**src/rtl/opcode_match_decoder.sv**
```systemverilog
// opcode_match_decoder
//   Two-stage pipelined ternary match table. Each of N entries holds a compare
//   value, a care-mask, a result code and an enable bit. A lookup hits entry i
//   when the entry is enabled and every cared-for bit of in_data equals the
//   compare value. The lowest-index hitting entry wins. A miss returns DEF_CODE.
//
//   Stage 1 registers the hit vector together with a snapshot of the code
//   column. Table writes that land after a lookup has been accepted therefore
//   cannot change that lookup's result. Stage 2 registers the priority-encoded
//   result and drives the output handshake.
//
// Ports
//   clk, rst_n               clock, asynchronous active-low reset
//   cfg_we, cfg_idx          table write strobe and entry index (idx >= N ignored)
//   cfg_match, cfg_mask      compare value and care-mask (1 = bit compared)
//   cfg_code, cfg_en         result code and entry enable
//   in_valid/in_ready        lookup handshake, in_data = field to decode
//   out_valid/out_ready      result handshake
//   out_code/out_hit/out_idx decoded code, hit flag, winning entry
//   hit_cnt/miss_cnt         saturating counts of delivered hits/misses
module opcode_match_decoder #(
  parameter int             IW       = 8,
  parameter int             CW       = 4,
  parameter int             N        = 8,
  parameter logic [CW-1:0]  DEF_CODE = '0
) (
  input  logic                  clk,
  input  logic                  rst_n,
  input  logic                  cfg_we,
  input  logic [$clog2(N)-1:0]  cfg_idx,
  input  logic [IW-1:0]         cfg_match,
  input  logic [IW-1:0]         cfg_mask,
  input  logic [CW-1:0]         cfg_code,
  input  logic                  cfg_en,
  input  logic                  in_valid,
  output logic                  in_ready,
  input  logic [IW-1:0]         in_data,
  output logic                  out_valid,
  input  logic                  out_ready,
  output logic [CW-1:0]         out_code,
  output logic                  out_hit,
  output logic [$clog2(N)-1:0]  out_idx,
  output logic [15:0]           hit_cnt,
  output logic [15:0]           miss_cnt
);

  localparam int IDXW = $clog2(N);

  // Match table
  logic [IW-1:0] match_q [N];
  logic [IW-1:0] match_d [N];
  logic [IW-1:0] mask_q  [N];
  logic [IW-1:0] mask_d  [N];
  logic [CW-1:0] code_q  [N];
  logic [CW-1:0] code_d  [N];
  logic [N-1:0]  en_q, en_d;

  // Pipeline state
  logic          ready_en_q, ready_en_d;
  logic          s1_valid_q, s1_valid_d;
  logic [N-1:0]  s1_hits_q, s1_hits_d;
  logic [CW-1:0] s1_codes_q [N];
  logic [CW-1:0] s1_codes_d [N];
  logic            out_valid_q, out_valid_d;
  logic [CW-1:0]   out_code_q, out_code_d;
  logic            out_hit_q, out_hit_d;
  logic [IDXW-1:0] out_idx_q, out_idx_d;
  logic [15:0]     hit_cnt_q, hit_cnt_d;
  logic [15:0]     miss_cnt_q, miss_cnt_d;

  logic            cfg_ok;
  logic [N-1:0]    hits;
  logic            s2_accept, s1_advance, in_fire, out_fire;
  logic            enc_hit;
  logic [IDXW-1:0] enc_idx;
  logic [CW-1:0]   enc_code;

  // Guards non-power-of-two N, where cfg_idx can address past the table.
  assign cfg_ok = cfg_we && (32'(cfg_idx) < N);

  // Handshake. Stage 2 frees up when empty or being drained this cycle; stage 1
  // may take a new lookup when empty or when it can hand its lookup to stage 2.
  assign s2_accept  = !out_valid_q || out_ready;
  assign s1_advance = !s1_valid_q || s2_accept;
  assign in_ready   = ready_en_q && s1_advance;
  assign in_fire    = in_valid && in_ready;
  assign out_fire   = out_valid_q && out_ready;

  // Table update. The lookup accepted in the same cycle compares against
  // the registered (pre-write) table.
  always_comb begin
    // NOTE: every always_comb target gets a default first so no path can leave it unassigned and infer a latch.
    match_d = match_q;
    mask_d  = mask_q;
    code_d  = code_q;
    en_d    = en_q;
    if (cfg_ok) begin
      match_d[cfg_idx] = cfg_match;
      mask_d[cfg_idx]  = cfg_mask;
      code_d[cfg_idx]  = cfg_code;
      en_d[cfg_idx]    = cfg_en;
    end
  end

  // Per-entry compare. An all-zero mask compares no bits and so hits anything.
  always_comb begin
    hits = '0;
    for (int i = 0; i < N; i++) begin
      hits[i] = en_q[i] && (((in_data ^ match_q[i]) & mask_q[i]) == '0);
    end
  end

  // Lowest-index priority encoder on the stage-1 hit vector.
  always_comb begin
    enc_hit  = 1'b0;
    enc_idx  = '0;
    enc_code = DEF_CODE;
    for (int i = N - 1; i >= 0; i--) begin
      if (s1_hits_q[i]) begin
        enc_hit  = 1'b1;
        enc_idx  = IDXW'(i);
        enc_code = s1_codes_q[i];
      end
    end
  end

  always_comb begin
    ready_en_d  = 1'b1;
    s1_valid_d  = s1_valid_q;
    s1_hits_d   = s1_hits_q;
    s1_codes_d  = s1_codes_q;
    out_valid_d = out_valid_q;
    out_code_d  = out_code_q;
    out_hit_d   = out_hit_q;
    out_idx_d   = out_idx_q;
    hit_cnt_d   = hit_cnt_q;
    miss_cnt_d  = miss_cnt_q;

    if (s1_advance) begin
      s1_valid_d = in_fire;
      if (in_fire) begin
        s1_hits_d  = hits;
        s1_codes_d = code_q;
      end
    end

    if (s2_accept) begin
      out_valid_d = s1_valid_q;
      if (s1_valid_q) begin
        out_code_d = enc_code;
        out_hit_d  = enc_hit;
        out_idx_d  = enc_idx;
      end
    end

    if (out_fire) begin
      if (out_hit_q) begin
        if (hit_cnt_q != 16'hFFFF) hit_cnt_d = hit_cnt_q + 16'd1;
      end else begin
        if (miss_cnt_q != 16'hFFFF) miss_cnt_d = miss_cnt_q + 16'd1;
      end
    end
  end

  // NOTE: table data and stage-1 payload are not reset; en_q and s1_valid_q gate them, so stale contents are never observed.
  always_ff @(posedge clk) begin
    match_q    <= match_d;
    mask_q     <= mask_d;
    code_q     <= code_d;
    s1_hits_q  <= s1_hits_d;
    s1_codes_q <= s1_codes_d;
  end

  always_ff @(posedge clk or negedge rst_n) begin
    if (!rst_n) begin
      // NOTE: sequential state uses non-blocking assignments so every flop samples pre-edge values.
      en_q        <= '0;
      ready_en_q  <= 1'b0;
      s1_valid_q  <= 1'b0;
      out_valid_q <= 1'b0;
      out_code_q  <= DEF_CODE;
      out_hit_q   <= 1'b0;
      out_idx_q   <= '0;
      hit_cnt_q   <= '0;
      miss_cnt_q  <= '0;
    end else begin
      en_q        <= en_d;
      ready_en_q  <= ready_en_d;
      s1_valid_q  <= s1_valid_d;
      out_valid_q <= out_valid_d;
      out_code_q  <= out_code_d;
      out_hit_q   <= out_hit_d;
      out_idx_q   <= out_idx_d;
      hit_cnt_q   <= hit_cnt_d;
      miss_cnt_q  <= miss_cnt_d;
    end
  end

  assign out_valid = out_valid_q;
  assign out_code  = out_code_q;
  assign out_hit   = out_hit_q;
  assign out_idx   = out_idx_q;
  assign hit_cnt   = hit_cnt_q;
  assign miss_cnt  = miss_cnt_q;

endmodule

```
**config.mk**
```make
export PLATFORM = sky130hd
export DESIGN_NAME = opcode_match_decoder
export DESIGN_NICKNAME = d
export VERILOG_FILES = /design/src/rtl/opcode_match_decoder.sv
export SDC_FILE = /design/constraint.sdc
export NUM_CORES = 1
export LEC_CHECK = 0
export CAP_MARGIN = 20
export CELL_PAD_IN_SITES_DETAIL_PLACEMENT = 1
export CELL_PAD_IN_SITES_GLOBAL_PLACEMENT = 1
export CORE_ASPECT_RATIO = 1.1
export CORE_UTILIZATION = 51
export CTS_BUF_LIST = sky130_fd_sc_hd__clkbuf_8
export DETAILED_ROUTE_END_ITERATION = 16
export PLACE_DENSITY = 0.81
export SLEW_MARGIN = 40
export SYNTH_ARGS = -nofsm -noshare
export SYNTH_HDL_FRONTEND = slang
export SYNTH_SLANG_ARGS = --single-unit
```
**constraint.sdc**
```tcl
create_clock -name clk -period 2.9 [get_ports clk]
set_input_delay 0.87 -clock clk [delete_from_list [all_inputs] [get_ports clk]]
set_output_delay 0.87 -clock clk [all_outputs]
set_load 0.05 [all_outputs]
```
# After elaboration in Yosys (flattened, before gate mapping)
# Cells that the tools add are included.
[totals] register_bits=251
[op_classes] n_bitwise=18 add_sub_neg=2 n_reduce_logical=29 n_eq_ne=2 order_cmp=4 n_mux=34
[op_table] cell="64-bit bitwise mux" n=2
[op_table] cell="8-bit bitwise AND" n=8
[op_table] cell="8-bit logical NOT" n=8
[op_table] cell="8-bit XOR" n=8
[op_table] cell="4-bit 2-to-1 mux" n=9
[op_table] cell="16-bit by 1-bit adder with 16-bit output (second input constant)" n=2
[op_table] cell="32-bit bitwise mux" n=1
[op_table] cell="16-bit inequality test (second input constant)" n=2
[op_table] cell="8-bit demux with 3-bit select" n=1
[op_table] cell="3-bit 2-to-1 mux" n=8
[op_table] cell="1-bit logical AND" n=13
[op_table] cell="4-bit demux with 3-bit select" n=1
[op_table] cell="1-bit 2-to-1 mux" n=9
[op_table] cell="8-bit bitwise mux" n=1
[op_table] cell="8-bit 2-to-1 mux" n=1
[op_table] cell="3-bit AND reduction" n=2
[op_table] cell="4-bit >= comparator (second input constant)" n=1
[op_table] cell="3-bit by 4-bit less-than comparator with 1-bit output (second input constant)" n=1
[op_table] cell="4-bit by 1-bit less-than comparator with 1-bit output (second input constant)" n=1
[op_table] cell="3-bit inverter with 4-bit output" n=1
[op_table] cell="2-bit AND reduction" n=2
[op_table] cell="1-bit demux with 3-bit select" n=1
[op_table] cell="3-bit by 1-bit >= comparator with 1-bit output (second input constant)" n=1
[op_table] cell="1-bit logical NOT" n=2
[op_table] cell="2 further kinds" n=3

# Depth between registers and ports, before layout
# Gate-level depths: netlist of run 1.
[depth] depth_word=8 mapped_depth=6

# Worst setup path before layout of run 1
# OpenSTA, ideal clock, no wires.
[synth_timing] path_kind="input to register" from="input port out_ready" to="register s1_codes_q[0] in the netlist's numbering (enable)" path_slack_ns=-0.743 t_arrival_ns=3.242 required_ns=2.498 path_stages=3 path_cell_list="nor2b_1 a21boi_0 and2_1"
[synth_via] elab_chain_cells=5
[synth_rtl] item="start, declared" line_no="39" rtl="input logic out_ready,"
[synth_rtl] item="1-bit logical OR" line_no="83" rtl="assign s2_accept = !out_valid_q || out_ready;"
[synth_rtl] item="1-bit logical OR" line_no="84" rtl="assign s1_advance = !s1_valid_q || s2_accept;"
[synth_rtl] item="1-bit logical AND" line_no="85" rtl="assign in_ready = ready_en_q && s1_advance;"
[synth_rtl] item="named net in_ready" line_no="36" rtl="output logic in_ready,"
[synth_rtl] item="1-bit logical AND" line_no="86" rtl="assign in_fire = in_valid && in_ready;"
[synth_rtl] item="2-bit AND reduction (no line)"
[synth_rtl] item="end signal, assigned" line_no="171" rtl="s1_codes_q <= s1_codes_d;"
[synth_rtl] item="end, declared" line_no="62" rtl="logic [CW-1:0] s1_codes_q [N];"
# The timed path passes the listed nets, and every way through them passes these cells.
# A chain may end at the register's enable or synchronous reset.

# Final worst setup path of run 1
[layout_timing] from="register out_hit_q (netlist: out_hit)" to="output port out_hit"
[layout_lines] item="start, declared" line_no="66" rtl="logic out_hit_q, out_hit_d;"
[layout_lines] item="start signal, assigned" line_no="192" rtl="out_hit_q <= out_hit_d;"
[layout_lines] item="end, declared" line_no="41" rtl="output logic out_hit,"
# No word-level cell between the ends.

==> metrics.txt, run 1 <==
count of synthesis-stage warnings from yosys 0; Boundary Pins 79; hold-fix buffer count after cts 0; top layer reached by signal wires met4; per-cell routed wire length 22.5 microns; leakage dissipation 0.00431 uW; placement-stage cell area 10900 sq um; routed length on met2 11.9 mm; dominant cells by area after synthesis sky130_fd_sc_hd__edfxtp_1, sky130_fd_sc_hd__dfrtp_1, sky130_fd_sc_hd__xor2_1, sky130_fd_sc_hd__a221oi_1, sky130_fd_sc_hd__nand2_1; share of synthesized area occupied by flip-flops and latches 76.6%; die boundary width 132 microns; start-to-end type of the worst setup path flip-flop to output pin; FF+latch count, synth 251; total clock sinks 251; outcome completed; number of instances in the synthesized netlist 569; remaining design rule violation count 0; kind of start point of the critical path flip-flop; Area Overhead vs Synth 22.4%; GR Overflow Total 0; buffering stage count on the worst path with inverters included 1; count of port buffers added during placement 78; cell with the largest stage delay on the worst path sky130_fd_sc_hd__clkdlybuf4s50_1; EDFF count, synth 200; post-detailed-routing wire length 21.9 mm; y dimension of the die 145 microns; number of hold violations in the final report 0; via total after detailed routing 5340; mean instance size in the synthesized netlist 16.7 sq um; Final Core Density 63.4%; delay-heaviest family, CP buffers and inverters; Syn Std Cell Area 9500 sq um; clock tree from TritonCTS built; total half-perimeter wirelength after legalization and detailed placement 14.6 mm; Post-Syn Nets 608; relative slew slack 59.7%; endpoints failing setup 0; worst voltage drop across the vdd grid 0.000488 V; worst setup skew after layout 0.0120 ns; maximum number of pins on one net before global-route repair 42; Highest Clock Rate 0.366 GHz; post-route cell area 11600 sq um; type of the tightest min-delay check primary input to asynchronous set/reset pin; met3 WL post-DR 982 microns; all-layer global routing usage 23.8%; clk slew on worst S/H paths 0.06 ns; Inserted Diodes 0; H-tree depth 2; Worst Tran Pin Value 0.603 ns; Synth async-reset ratio 20.3%; clock tree root buffer cell sky130_fd_sc_hd__clkbuf_8; largest area contributor in the netlist sky130_fd_sc_hd__edfxtp_1; cells resized by post-CTS repair 0; power per unit of standard cell area 686 nW/um^2; main flop type after synthesis sky130_fd_sc_hd__edfxtp_1; maximum buffer depth of the clock tree 3; Placer Congestion 0.786; fill count 1651; count of TritonRoute iterations in the first routing pass 5; residual antenna-violating net count after detailed routing 0; CP cell instances clkdlybuf4s50_1; Die ar. 19200 sq um; Core Area 18300 sq um; post-CTS setup buffer count 0; routed via count divided by cell count 5.48; RSZ-0062 raised after global routing no; antenna violations before repair 0; Worst Path Required 2.03 ns; first-pass GRT wire length 33.8 mm; nets 743; max-slew violation total from the final report 0; post-route fraction of the period consumed by the critical path 94.2%; largest driver fanout on the critical path 6; share of the synthesized area in the top cell type 63.2%; row count 52; endpoint type of the worst setup path output pin; number of max-cap violations 0; clock latency at the later pin of the worst-skew pair 0.53 ns; detailed-route wire length on metal 1 8.45 mm; proportion of layout cells with a drive suffix above 1 15.0%; count of distinct cell types in the synthesized netlist 45; total negative slack 0 ns; initial core utilization 51.8%; data arrival at the endpoint of the critical path 1.86 ns; DRC violation total after the first TritonRoute iteration 339; minimum period implied by the final worst setup slack 2.73 ns; worst hold margin 0.228 ns; number of global-route vias before repair 5900; CP peak stage delay 0.86 ns; clock buffers created by TritonCTS 39; slack of the worst reg-to-reg path 0.91 ns
==> registers in the layout, summed over array words and instances (netlist names), 3 cells and up <==
register and cells:
code_q 32, en_q 8, hit_cnt 16, mask_q 64, match_q 64, miss_cnt 16, out_code 4, out_idx 3
s1_codes_q 32, s1_hits_q 8
==> placed cells by master, fill, tap and decap left out, drive strengths merged, types with 10 or more instances in the layout <==
cell type / instances
xnor2: 14
buf: 31
inv: 16
edfxtp: 200
nand2: 41
nor2: 29
mux2: 10
clkbuf: 42
clkinv: 16
and3: 11
nor3: 12
clkdlybuf4s50: 76
xor2: 80
nand3: 11
a221oi: 20
dfrtp: 51
==> cell usage after synthesis (all sizes together) (3+ instances only) <==
library cell / number
edfxtp: 200
xor2: 80
dfrtp: 51
nand2: 41
nor2: 29
a221oi: 20
xnor2: 14
nor3: 12
and3: 11
clkbuf: 11
nand3: 11
mux2: 10
a222oi: 8
a22oi: 8
inv: 8
nand2b: 8
nand4: 6
a21oi: 5
o31ai: 5
o22ai: 4
nor2b: 3
==> power breakdown <==
part	total, uW	internal [uW]	switching [uW]
Combinational	911	337	574
Sequential	4240	4100	147
Clock	2820	1510	1310
Total	7980	5940	2040
==> logic make-up after synthesis <==
logic type               count (synthesis)  share of synthesized area, %
AND/OR/NAND/NOR                        130                          7.06
other                                    1                        0.0395
adder cells (fa/ha/maj)                  2                         0.263
multiplexers                            10                          1.22
flip-flops                             251                          76.6
AO/OA/AOI/OAI                           60                          5.29
XOR/XNOR                                94                          8.66
buffers and inverters                   21                         0.830
==> per-layer routing <==
layer,vias up,global-route usage (%)
li1,2410,-
met1,2721,27.5
met2,160,43.4
met3,49,4.40
met4,0,9.48
met5,-,0
==> worst register-to-register path: stages, from the launching register on <==
cell and delay [ns]:
sky130_fd_sc_hd__dfrtp_1 0.40, sky130_fd_sc_hd__ha_1 0.21, sky130_fd_sc_hd__nand2_1 0.11, sky130_fd_sc_hd__or4_4 0.58, sky130_fd_sc_hd__o21bai_4 0.21, sky130_fd_sc_hd__mux2_1 0.35
==> metrics by stage <==
| stage | setup slack (ns) | power (uW) | instances |
|---|---|---|---|
| 2_1_floorplan | 0.0612 | 4800 | 569 |
| 3_3_place_gp | 0.187 | 5160 | 906 |
| 3_5_place_dp | 0.156 | 5230 | 906 |
| 4_1_cts | 0.128 | 8050 | 974 |
| 5_1_grt | 0.108 | 8250 | 974 |
| 6_report | 0.168 | 7980 | 974 |
==> final timing paths <==
check,startpoint,endpoint,depth (start not counted)
hold / removal,rst_n,out_code[3],1
setup reg to reg,hit_cnt[0],hit_cnt[1],5
setup / recovery,out_hit,out_hit,1
max in group asynchronous,rst_n,en_q[3],2
min in group clk,code_q[20],s1_codes_q[20],0
hold reg to reg,code_q[20],s1_codes_q[20],0
==> layout make-up <==
cell class / count / area, sq um / area share, %
sequential: 251 / 7280 / 62.6
multi-input combinational: 297 / 2170 / 18.6
timing repair buffer: 107 / 1120 / 9.59
clock buffer: 42 / 578 / 4.97
tap: 243 / 304 / 2.61
clock inverter: 26 / 156 / 1.34
inverter: 8 / 30.0 / 0.258
No activity file was read; power rests on OpenSTA's default activity.
==> run 2, diff against run 1 <==
Settings changed: ABC_AREA from default to 1, CORE_UTILIZATION 51 to 48, PLACE_DENSITY 0.81 to 0.8.
==> metrics.txt, run 2 <==
Clock power frac 36.6% (+1.2 points); biggest registers after layout mask_q (64), match_q (64); clock buffers created by TritonCTS 41 (+5.1%); worst hold path stage count 0; number of hold violations in the final report 0 (unchanged); die boundary width 142 microns (+7.7%); most used cells in the layout excluding fill and tap cells sky130_fd_sc_hd__nand2_1, sky130_fd_sc_hd__edfxtp_1, sky130_fd_sc_hd__nor2_1; maximum number of pins on one net before global-route repair 52 (+24%); power per unit of standard cell area 652 nW/um^2 (-4.9%); total half-perimeter wirelength after legalization and detailed placement 16.1 mm (+11%); Syn Std Cell Area 10400 sq um (+9.3%); type of the tightest min-delay check flip-flop to flip-flop; initial core utilization 48.8% (-3.0 points); worst voltage drop across the vdd grid 0.000444 V (-9.1%); Reg2Reg Depth 8 (+3); worst setup skew after layout 0.0215 ns (+0.00942 ns); met1 usage in global routing 25.4% (-2.1 points); main flop type after synthesis sky130_fd_sc_hd__edfxtp_1; Final Core Density 58.3% (-5.1 points); cell with the most instances after synthesis sky130_fd_sc_hd__nand2_1; residual antenna-violating net count after detailed routing 0 (unchanged); clk slew on worst S/H paths 0.06 ns (about the same); Die ar. 22200 sq um (+16%); largest area contributor in the netlist sky130_fd_sc_hd__edfxtp_1; outcome completed; Layout Cells excl Fill 1391 (+43%); start-to-end type of the worst setup path primary input to output pin; internal portion of total power 5990 uW (+0.80%); endpoints failing setup 0 (unchanged); routed via count divided by cell count 5.03 (-8.2%); Synth async-reset ratio 20.3% (unchanged); Worst Tran Pin Value 0.701 ns (+0.0977 ns); data arrival at the endpoint of the critical path 1.92 ns (+0.06 ns); RSZ-0062 raised after global routing no; leakage dissipation 0.00493 uW (+14%); relative slew slack 53.3% (-6.5 points); power after layout 8100 uW (+1.5%); antenna violations before repair 0 (unchanged); via total after detailed routing 7002 (+31%); met2 layer usage reported by global route 42.1% (-1.3 points); total negative slack 0 ns (unchanged); fraction of power spent switching nets 26.0% (+0.53 points); Area Overhead vs Synth 19.5%; routing layer with the top usage in global route met2; post-route fraction of the period consumed by the critical path 96.2% (+2.0 points); EDFF count, synth 200 (unchanged); nets 1109 (+49%); clock tree from TritonCTS built; post-CTS setup buffer count 0 (unchanged); cells resized by post-CTS repair 0 (unchanged); number of instances in the synthesized netlist 947 (+66%); clock tree root buffer cell sky130_fd_sc_hd__clkbuf_8; remaining design rule violation count 0 (unchanged); Worst Path Required 2.03 ns (about the same); per-cell routed wire length 16.8 microns (-25%); Highest Clock Rate 0.359 GHz (-2.0%); slack of the worst reg-to-reg path 0.89 ns (-0.02 ns); start point of the critical path out_ready; maximum buffer depth of the clock tree 3 (unchanged); count of distinct cell types in the synthesized netlist 33 (-27%); dominant cells by area after synthesis sky130_fd_sc_hd__edfxtp_1, sky130_fd_sc_hd__dfrtp_1, sky130_fd_sc_hd__nand2_1, sky130_fd_sc_hd__nand3_1, sky130_fd_sc_hd__nor2_1; most numerous cell types in the synthesized netlist sky130_fd_sc_hd__nand2_1, sky130_fd_sc_hd__edfxtp_1, sky130_fd_sc_hd__nor2_1; Boundary Pins 79 (unchanged); count of port buffers added during placement 78 (unchanged); FF+latch count, synth 251 (unchanged); most frequent standard cell in the layout excluding fill and tap cells sky130_fd_sc_hd__nand2_1; GR Overflow Total 0 (unchanged); largest driver fanout on the critical path 3 (-3); number of global-route vias before repair 7598 (+29%); NetSw 2110 uW (+3.6%); first-pass GRT wire length 37.8 mm (+12%); endpoint type of the worst setup path output pin; share of synthesized area occupied by flip-flops and latches 70.1% (-6.6 points); Core Area 21300 sq um (+16%); hold_sp code_q[10]; proportion of layout cells with a drive suffix above 1 11.5% (-3.5 points); part of the power in combinational logic 11.3% (about the same); launching point of the worst reg2reg path miss_cnt[0]; Placer Congestion 0.759 (-3.4%); placed instance count 1317 (+45%); global routing usage on met3 3.64% (-0.76 points); DRC violation total after the first TritonRoute iteration 265 (-22%); share of the synthesized area in the top cell type 57.8% (-5.4 points); hold-fix buffer count after cts 0 (unchanged); all-layer global routing usage 22.5% (-1.3 points); count of TritonRoute iterations in the first routing pass 4 (-1); row count 56 (+7.7%); number of max-cap violations 0 (unchanged); total clock sinks 251 (unchanged); Inserted Diodes 0 (unchanged); kind of start point of the critical path primary input; count of synthesis-stage warnings from yosys 0 (unchanged); post-detailed-routing wire length 23.4 mm (+6.5%); minimum period implied by the final worst setup slack 2.79 ns (+0.0567 ns); share of power burned in registers 52.1% (-1.1 points); y dimension of the die 156 microns (+7.7%); mean instance size in the synthesized netlist 11.0 sq um (-34%); Post-Syn Nets 986 (+62%); H-tree depth 2 (unchanged); max-slew violation total from the final report 0 (unchanged); clock latency at the later pin of the worst-skew pair 0.55 ns (+0.02 ns)
## run 2: worst max-delay path, stage by stage
cell and delay [ns]:
sky130_fd_sc_hd__clkdlybuf4s50_1 0.44, sky130_fd_sc_hd__inv_1 0.10, sky130_fd_sc_hd__nand2_1 0.09, sky130_fd_sc_hd__o21ai_1 0.17
sky130_fd_sc_hd__inv_1 0.06, sky130_fd_sc_hd__buf_4 0.18
## run 2: final timing paths
kind                             endpoint
min reg2reg                s1_codes_q[10]
max in group asynchronous      out_idx[2]
max reg2reg                  miss_cnt[13]
min in group asynchronous      hit_cnt[7]
max                              in_ready
min                        s1_codes_q[10]
## run 2: cell type report
type,instances,area [sq um]
tap,290,363
multi-input combinational,613,2790
clock inverter,33,219
fill,2342,8880
timing repair buffer,94,943
sequential,251,7280
clock buffer,41,564
inverter,69,262
## run 2: kinds of logic (layout without fill, tap and decap cells)
family,count (synthesis),after routing,synth area share [%]
AND/OR/NAND/NOR,542,542,22.0
flip-flops,251,251,70.1
buffers and inverters,83,237,3.24
AO/OA/AOI/OAI,46,46,2.50
adder cells (fa/ha/maj),2,2,0.241
other,1,1,0.0361
XOR/XNOR,22,22,1.85
## run 2: layer usage
layer	vias up	part of all wire, %	wire length, microns
met1	3437	41	9540
met5	-	0	0
met4	0	2.8	648
li1	3399	-	-
met3	45	3.2	750
met2	121	53	12400
## run 2: metrics by stage
step	area (sq um)	setup WS [ns]	hold slack (ns)
2_1_floorplan	10400	0.0299	0.400
3_5_place_dp	11600	0.0446	0.405
5_1_grt	12400	0.0282	0.426
6_report	12400	0.111	0.419
3_3_place_gp	11600	0.0895	0.400
4_1_cts	12400	0.0349	0.420
## run 2: power groups by stage
stage / clock network, uW / logic [uW] / registers [uW]
2_1_floorplan: 0 / 319 / 4490
3_3_place_gp: 0 / 886 / 4280
3_5_place_dp: 0 / 926 / 4300
4_1_cts: 3040 / 933 / 4220
5_1_grt: 3180 / 1000 / 4250
6_report: 2960 / 917 / 4220
